### config.mk
export PLATFORM = sky130hd
export DESIGN_NAME = dmem_lsu
export DESIGN_NICKNAME = d
export VERILOG_FILES = /design/src/rtl/dmem_lsu_pkg.sv /design/src/rtl/dmem_lsu_lane_align.sv /design/src/rtl/dmem_lsu.sv
export SDC_FILE = /design/constraint.sdc
export NUM_CORES = 1
export LEC_CHECK = 0
export BUFFER_PORTS_ARGS = -buffer_cell sky130_fd_sc_hd__buf_2
export CORE_ASPECT_RATIO = 0.6
export CORE_MARGIN = 2
export CORE_UTILIZATION = 55
export DETAILED_ROUTE_END_ITERATION = 12
export PLACE_DENSITY = 0.86
export SLEW_MARGIN = 15
export SYNTH_ARGS = -nofsm -noshare
export SYNTH_HDL_FRONTEND = slang
export SYNTH_SLANG_ARGS = --single-unit
### constraint.sdc
create_clock -name clk -period 3.2 [get_ports clk]
set_input_delay 0.32 -clock clk [delete_from_list [all_inputs] [get_ports clk]]
set_output_delay 0.32 -clock clk [all_outputs]
set_load 0.02 [all_outputs]
### src/rtl/dmem_lsu_pkg.sv
// Shared encodings for the data-memory load/store unit.
package dmem_lsu_pkg;

    localparam logic [1:0] SZ_BYTE = 2'b00;
    localparam logic [1:0] SZ_HALF = 2'b01;
    localparam logic [1:0] SZ_WORD = 2'b10;

    localparam logic [31:0] PARK_ADDR_DEFAULT = 32'hFFFF_FFFC;

    typedef enum logic [1:0] {
        IDLE,
        READ,
        WRITE,
        RESP
    } state_t;

endpackage

### src/rtl/dmem_lsu_lane_align.sv
// Big-endian lane handling: the addressed byte always sits in bits [31:24] of the memory word.
module lsu_lane_align
    import dmem_lsu_pkg::*;
(
    input  logic [1:0]  size,
    input  logic        is_unsigned,
    input  logic [31:0] load_word,
    input  logic [31:0] base_word,
    input  logic [31:0] store_data,
    output logic [31:0] load_data,
    output logic [31:0] merged_word
);

    logic sign_fill;

    always_comb begin
        sign_fill = 1'b0;
        load_data = load_word;
        case (size)
            SZ_BYTE: begin
                sign_fill = ~is_unsigned & load_word[31];
                load_data = {{24{sign_fill}}, load_word[31:24]};
            end
            SZ_HALF: begin
                sign_fill = ~is_unsigned & load_word[31];
                load_data = {{16{sign_fill}}, load_word[31:16]};
            end
            default: load_data = load_word;
        endcase
    end

    // Narrow stores replace the leading lanes and keep the rest of the word read back earlier.
    always_comb begin
        merged_word = store_data;
        case (size)
            SZ_BYTE: merged_word = {store_data[7:0], base_word[23:0]};
            SZ_HALF: merged_word = {store_data[15:0], base_word[15:0]};
            default: merged_word = store_data;
        endcase
    end

endmodule

### src/rtl/dmem_lsu.sv
// Load/store initiator for the byte-addressed big-endian 32-bit data memory.
module dmem_lsu
    import dmem_lsu_pkg::*;
#(
    parameter int          DEPTH     = 256,
    parameter logic [31:0] PARK_ADDR = PARK_ADDR_DEFAULT
) (
    input  logic        clk,
    input  logic        rst_n,
    input  logic        req_valid,
    output logic        req_ready,
    input  logic        req_write,
    input  logic [1:0]  req_size,
    input  logic        req_unsigned,
    input  logic [31:0] req_addr,
    input  logic [31:0] req_wdata,
    output logic        resp_valid,
    output logic [31:0] resp_rdata,
    output logic        resp_error,
    output logic [31:0] mem_address,
    output logic [31:0] mem_wdata,
    output logic        mem_write,
    output logic        mem_read,
    input  logic [31:0] mem_rdata
);

    state_t      state;
    logic [31:0] addr_q;
    logic [1:0]  size_q;
    logic        write_q;
    logic        unsigned_q;
    logic [31:0] wdata_q;
    logic [31:0] rword_q;
    logic [31:0] load_data;
    logic [31:0] merged_word;
    logic        req_err;

    assign req_err = (req_size == 2'b11)
                   | ((req_size == SZ_HALF) & req_addr[0])
                   | ((req_size == SZ_WORD) & (req_addr[1:0] != 2'b00))
                   | (req_addr > 32'(DEPTH - 4));

    lsu_lane_align u_align (
        .size        (size_q),
        .is_unsigned (unsigned_q),
        .load_word   (mem_rdata),
        .base_word   (rword_q),
        .store_data  (wdata_q),
        .load_data   (load_data),
        .merged_word (merged_word)
    );

    always_ff @(posedge clk or negedge rst_n) begin
        if (!rst_n) begin
            state      <= IDLE;
            addr_q     <= '0;
            size_q     <= SZ_BYTE;
            write_q    <= 1'b0;
            unsigned_q <= 1'b0;
            wdata_q    <= '0;
            rword_q    <= '0;
            resp_rdata <= '0;
            resp_error <= 1'b0;
        end else begin
            case (state)
                IDLE: begin
                    if (req_valid) begin
                        addr_q     <= req_addr;
                        size_q     <= req_size;
                        write_q    <= req_write;
                        unsigned_q <= req_unsigned;
                        wdata_q    <= req_wdata;
                        if (req_err) begin
                            resp_error <= 1'b1;
                            resp_rdata <= '0;
                            state      <= RESP;
                        end else if (req_write && req_size == SZ_WORD) begin
                            state <= WRITE;
                        end else begin
                            state <= READ;
                        end
                    end
                end
                // The read word is kept both as the load result and as the base for a narrow store merge.
                READ: begin
                    rword_q <= mem_rdata;
                    if (write_q) begin
                        state <= WRITE;
                    end else begin
                        resp_rdata <= load_data;
                        resp_error <= 1'b0;
                        state      <= RESP;
                    end
                end
                WRITE: begin
                    resp_rdata <= '0;
                    resp_error <= 1'b0;
                    state      <= RESP;
                end
                default: state <= IDLE;
            endcase
        end
    end

    // Decoded straight from the state so a reset pulls mem_write low without waiting for a clock.
    assign req_ready   = (state == IDLE);
    assign resp_valid  = (state == RESP);
    assign mem_read    = (state != WRITE);
    assign mem_write   = (state == WRITE);
    assign mem_address = (state == READ || state == WRITE) ? addr_q : PARK_ADDR;
    assign mem_wdata   = (state == WRITE) ? merged_word : '0;

endmodule

# Yosys cells after proc, flatten, opt, wreduce, memory -nomap -nowiden

Index checks and enable logic that the tools add are counted.

Register bits after elaboration: 127
Output and inout port bits: 101
Word-level logic and storage cells: 53

$lt $le $gt $ge: 1
Equal/unequal tests: 11
Mux-type cells: 17
Bitwise gates (word level): 7
Reductions and logical operators: 8

Operators by type and width:

| operator              | number |
|---|---|
| $mux W32              | 5 |
| $pmux W32 S2          | 2 |
| $pmux W32 S3          | 1 |
| $gt A32 B8 Y1 const B | 1 |
| $eq A2 B2 Y1 const B  | 4 |
| $eq A2 B1 Y1 const B  | 3 |
| $mux W2               | 3 |
| $ne A2 B2 Y1 const B  | 3 |
| $pmux W2 S3           | 1 |
| $logic_not A2 Y1      | 2 |
| $mux W1               | 4 |
| $reduce_and A4 Y1     | 1 |
| $and A1 B1 Y1         | 3 |
| $or A1 B1 Y1          | 3 |
| $pmux W1 S3           | 1 |
| $reduce_bool A3 Y1    | 1 |
| $ne A2 B1 Y1 const B  | 1 |
| $reduce_and A2 Y1     | 1 |
| $reduce_bool A2 Y1    | 1 |
| $logic_and A1 B1 Y1   | 1 |
| $logic_or A1 B1 Y1    | 1 |
| $not A1 Y1            | 1 |

# Logic depth before layout (Yosys ltp)

Depth after elaboration: 8
Mapped depth: 8
Gate-level depth less buffers: 6

# Modules after synthesis

Synthesis repeated with hierarchy kept, for this count alone.

Cells, all modules: 803
Area, all modules: 7940.1 µm²

By module, submodules not included:

| module         | instances | cells each | area an instance (µm²) | sequential area each (µm²) |
|---|---|---|---|---|
| dmem_lsu       | 1         | 662        | 6907.9                 | 3378.2 |
| lsu_lane_align | 1         | 141        | 1032.2                 | 0.0 |

# Worst setup path before layout

OpenSTA, ideal clock, no wires.

Path kind: flip-flop to flip-flop
Start point: register state[0]
End point: register resp_rdata[10]
Setup time: 0.125 ns
Data arrival time: 2.178 ns
Slack: 0.897 ns
Stages on the path, launching flop included: 9
Path buffers: 2
Cells stage by stage: dfrtp_1 -> inv_1 -> ha_1 -> clkbuf_1 -> nor2b_1 -> a211o_1 -> a21oi_2 -> buf_6 -> mux2_2

Longest elaborated chain between the ends: 3

Ends and longest elaborated chain:

| what                                                        | line           | RTL |
|---|---|---|
| start: declaration                                          | dmem_lsu.sv:27 | `state_t state;` |
| start signal: assignment                                    | dmem_lsu.sv:55 | `state <= IDLE;` |
| start signal: assignment                                    | dmem_lsu.sv:76 | `state <= RESP;` |
| start signal: assignment                                    | dmem_lsu.sv:78 | `state <= WRITE;` |
| $logic_not A2 Y1 *                                          | n/a            |  |
| named net req_ready                                         | dmem_lsu.sv:11 | `output logic req_ready,` |
| $ne A2 B1 Y1 (no source line), or another cell as far along | n/a            |  |
| $reduce_and A4 Y1 (no source line)                          | n/a            |  |
| end signal: assignment                                      | dmem_lsu.sv:90 | `resp_rdata <= load_data;` |
| end: declaration                                            | dmem_lsu.sv:18 | `output logic [31:0] resp_rdata,` |

The timed path passes the listed nets; every way through them passes the cells marked *.
A chain may end at the register's enable or synchronous reset.

# Worst setup path in the final report

Start point: register state[1]
End point: output mem_address[22]

Longest elaborated chain between the ends: 3

Ends and longest elaborated chain:

| what                                                | line            | RTL |
|---|---|---|
| $eq A2 B1 Y1 / $eq A2 B2 Y1 (equally long branches) | dmem_lsu.sv:110 | `assign mem_address = (state == READ \|\| state == WRITE) ? addr_q : PARK_ADDR;` |
| $logic_or A1 B1 Y1 *                                | dmem_lsu.sv:110 |  |
| $mux W32 *                                          | dmem_lsu.sv:110 |  |
| end: declaration                                    | dmem_lsu.sv:20  | `output logic [31:0] mem_address,` |

Mark *: on every way between the ends. The rest lies on a longest branch, timed or not.

==> flow_summary.yaml <==
clock_tree:
  clkTransAtPathRegs_ps: 60
  clkSinkCount: 127
  root_buffer: "clkbuf_16"
  post_cts_resized: 0
  cts_buffer_depth: 2
  holdBufCountCts: 0
  cts_tree: "done"
  insertion_delay_ps: 410
  post_cts_buffers: 0
  cts_buffers: 17
  cts_max_level: 4
cells_and_area:
  final_common_cell: "buf_2"
  finalNetCount: 836
  syn2layout_area_growth_pct: 28.8
  antenna_cells: 0
  final_cell_mix: "buf_2 (202), dfrtp_1 (126), mux2_2 (108), nor2_1 (51), nand2b_1 (45)"
  multiInputGateArea_um2: 2830
  fillCellCount: 752
  final_layout_size_suffix_gt1_share_pct: 48.1
  seq_area_um2: 3180
setup_path:
  worst_path_max_delay_cell: "ha_1"
  path_max_fanout: 20
  path_class: "flop to output pin"
  cpPeakStageDelay_ps: 730
  path_cells: "inv_1, ha_1, buf_4, nand2b_1, buf_2"
  crit_required_ps: 2880
  cp_top_family: "adder cells"
  cp-end-kind: "output pin"
  crit_buf_inv: 3
  worst-endpoint-arrival_ps: 2260
  critPathLaunchType: "flop"
timing:
  slew_headroom_pct: 40.2
  post-route-period-util_pct: 80.6
  slew_viol_final: 0
  setup-violations-final: 0
  tns_ps: 0
  timing.fmax_ghz: 0.388
  tightest_slew_ps: 896
  fin_crit_ps: 2580
  final_hold_viol_count: 28
  fin_worst_hold_slack_ps: -17.9
  fin_skew_ps: 8.48
  rsz0062_at_grt: "no"
die:
  die_area_um2: 12100
  die_h_um: 86.2
  ios: 204
  placementRows: 29
  initial_core_util_pct: 57.6
  coreArea_um2: 10700
  dieWidth_um: 141
drt:
  drc_errors: 0
  avgViaCountPerCell: 5.65
  vias: 4982
  wl_per_cell_um: 19.3
  drtPass1Iterations: 5
  drt_iter0_drc: 367
  drtAntennaViolNets: 0
  routed_wirelength_um: 17000
global_routing:
  use_met1_pct: 39.4
  grt_pass1_vias: 5014
  grt_pass1_wl_um: 26800
  top_usage_layer: "met2"
  grt_use_met3_pct: 6.87
  grt_max_degree: 94
  antenna_found_initial: 0
  grt_use_total_pct: 28.9
  overflow: 0
  met2_usage_pct: 46.6
power:
  power_mw: 9.69
  leakage_nw: 3.94
  cellPowerDensity_nw_per_um2: 1220
  ir_worst_vdd_uv: 600
flow_run:
  cap_violations: 0
synth:
  synth.distinct_cells: 33
  avgSynthCellArea_um2: 11.6
  synth_top_area_share_pct: 51.4
  netlist_area_um2: 6190
  yosysTopAreaCell: "dfrtp_1"
  seq_area_frac_synth_pct: 51.4
  synth-seq-cells: 127
  syn_nets: 640
  yosysWarnings: 0
  syn_inst: 533
  synthTopCellsByArea: "dfrtp_1 (51%), mux2_2 (20%), mux2i_1 (7.0%)"
run_status:
  outcome: "complete, but fails checks"
  failed_checks: "negative hold slack"
placement:
  place_hpwl_um: 12300
  gp_congestion: 0.844
  port_buffers: 203
min_path:
  hold_class: "primary input to asynchronous set/reset pin"
## Yosys cell counts (all sizes together)
cell type and n:
a21oi 44, a21o 1, inv 9, nor2 51, and2 2, dfrtp 127
a31oi 1, mux2 108, and4b 1, nand3b 1, o211ai 2, nand2 10
nor2b 1, nand4 1, a211oi 1, clkbuf 21, o21ai 18, a22oi 1
a211o 1, nor3 1, ha 4, nand2b 45, o22a 1, o21a 1
a22o 14, buf 15, o31ai 1, nor4 7, mux2i 43
## kinds of logic after synthesis
kind of cell             Yosys count  synth area share [%]
adder cells (fa/ha/maj)            4                 0.809
flip-flops                       127                  51.4
AO/OA/AOI/OAI                     86                  8.29
buffers and inverters             45                  2.93
AND/OR/NAND/NOR                  120                  9.97
multiplexers                     151                  26.6
## power breakdown
group | total [mW] | switching, mW | internal, mW
combinational | 4.74 | 2.76 | 1.98
clock | 2.08 | 0.730 | 1.35
sequential | 2.87 | 0.501 | 2.37
## worst paths after layout
path | from | cells past startpoint | slack (ps) | endpoint
max | state[1] | 5 | 620 | mem_address[22]
min | rst_n | 1 | -20 | resp_rdata[17]
max reg2reg | state[1] | 7 | 930 | resp_rdata[5]
min reg2reg | addr_q[25] | 1 | 500 | addr_q[25]
max in group asynchronous | rst_n | 2 | 2410 | addr_q[14]
min in group clk | req_wdata[1] | 2 | 140 | wdata_q[1]
## registers in the layout, summed over array words and instances (netlist names), 2 cells and up
name        count
resp_rdata     32
wdata_q        32
rword_q        24
addr_q         32
state           2
size_q          2
## metrics by stage
stage,instance area [um2],hold WS (ps),utilization [%],setup slack [ps],cells
3_5_place_dp,7330,454,68.2,994,849
3_3_place_gp,7330,447,68.2,1110,849
5_1_grt,7970,57.8,74.2,486,881
4_1_cts,7970,15.9,74.2,618,881
2_1_floorplan,6190,24.4,-,897,533
6_report,7970,-17.9,74.2,622,881
## area by class of cell
cell class | instances | area share, %
sequential | 127 | 39.9
multi-input combinational | 361 | 35.5
timing repair buffer | 213 | 13.9
clock buffer | 19 | 5.69
clock inverter | 13 | 2.36
tap | 139 | 2.18
inverter | 9 | 0.424
## per-layer routing
layer  wire (um)  part of all wire [%]
met5           0                     0
met4         242                   1.4
met3        1350                   7.9
met2        8070                    47
met1        7370                    43
Note: power is estimated with default switching activity, not from simulation.
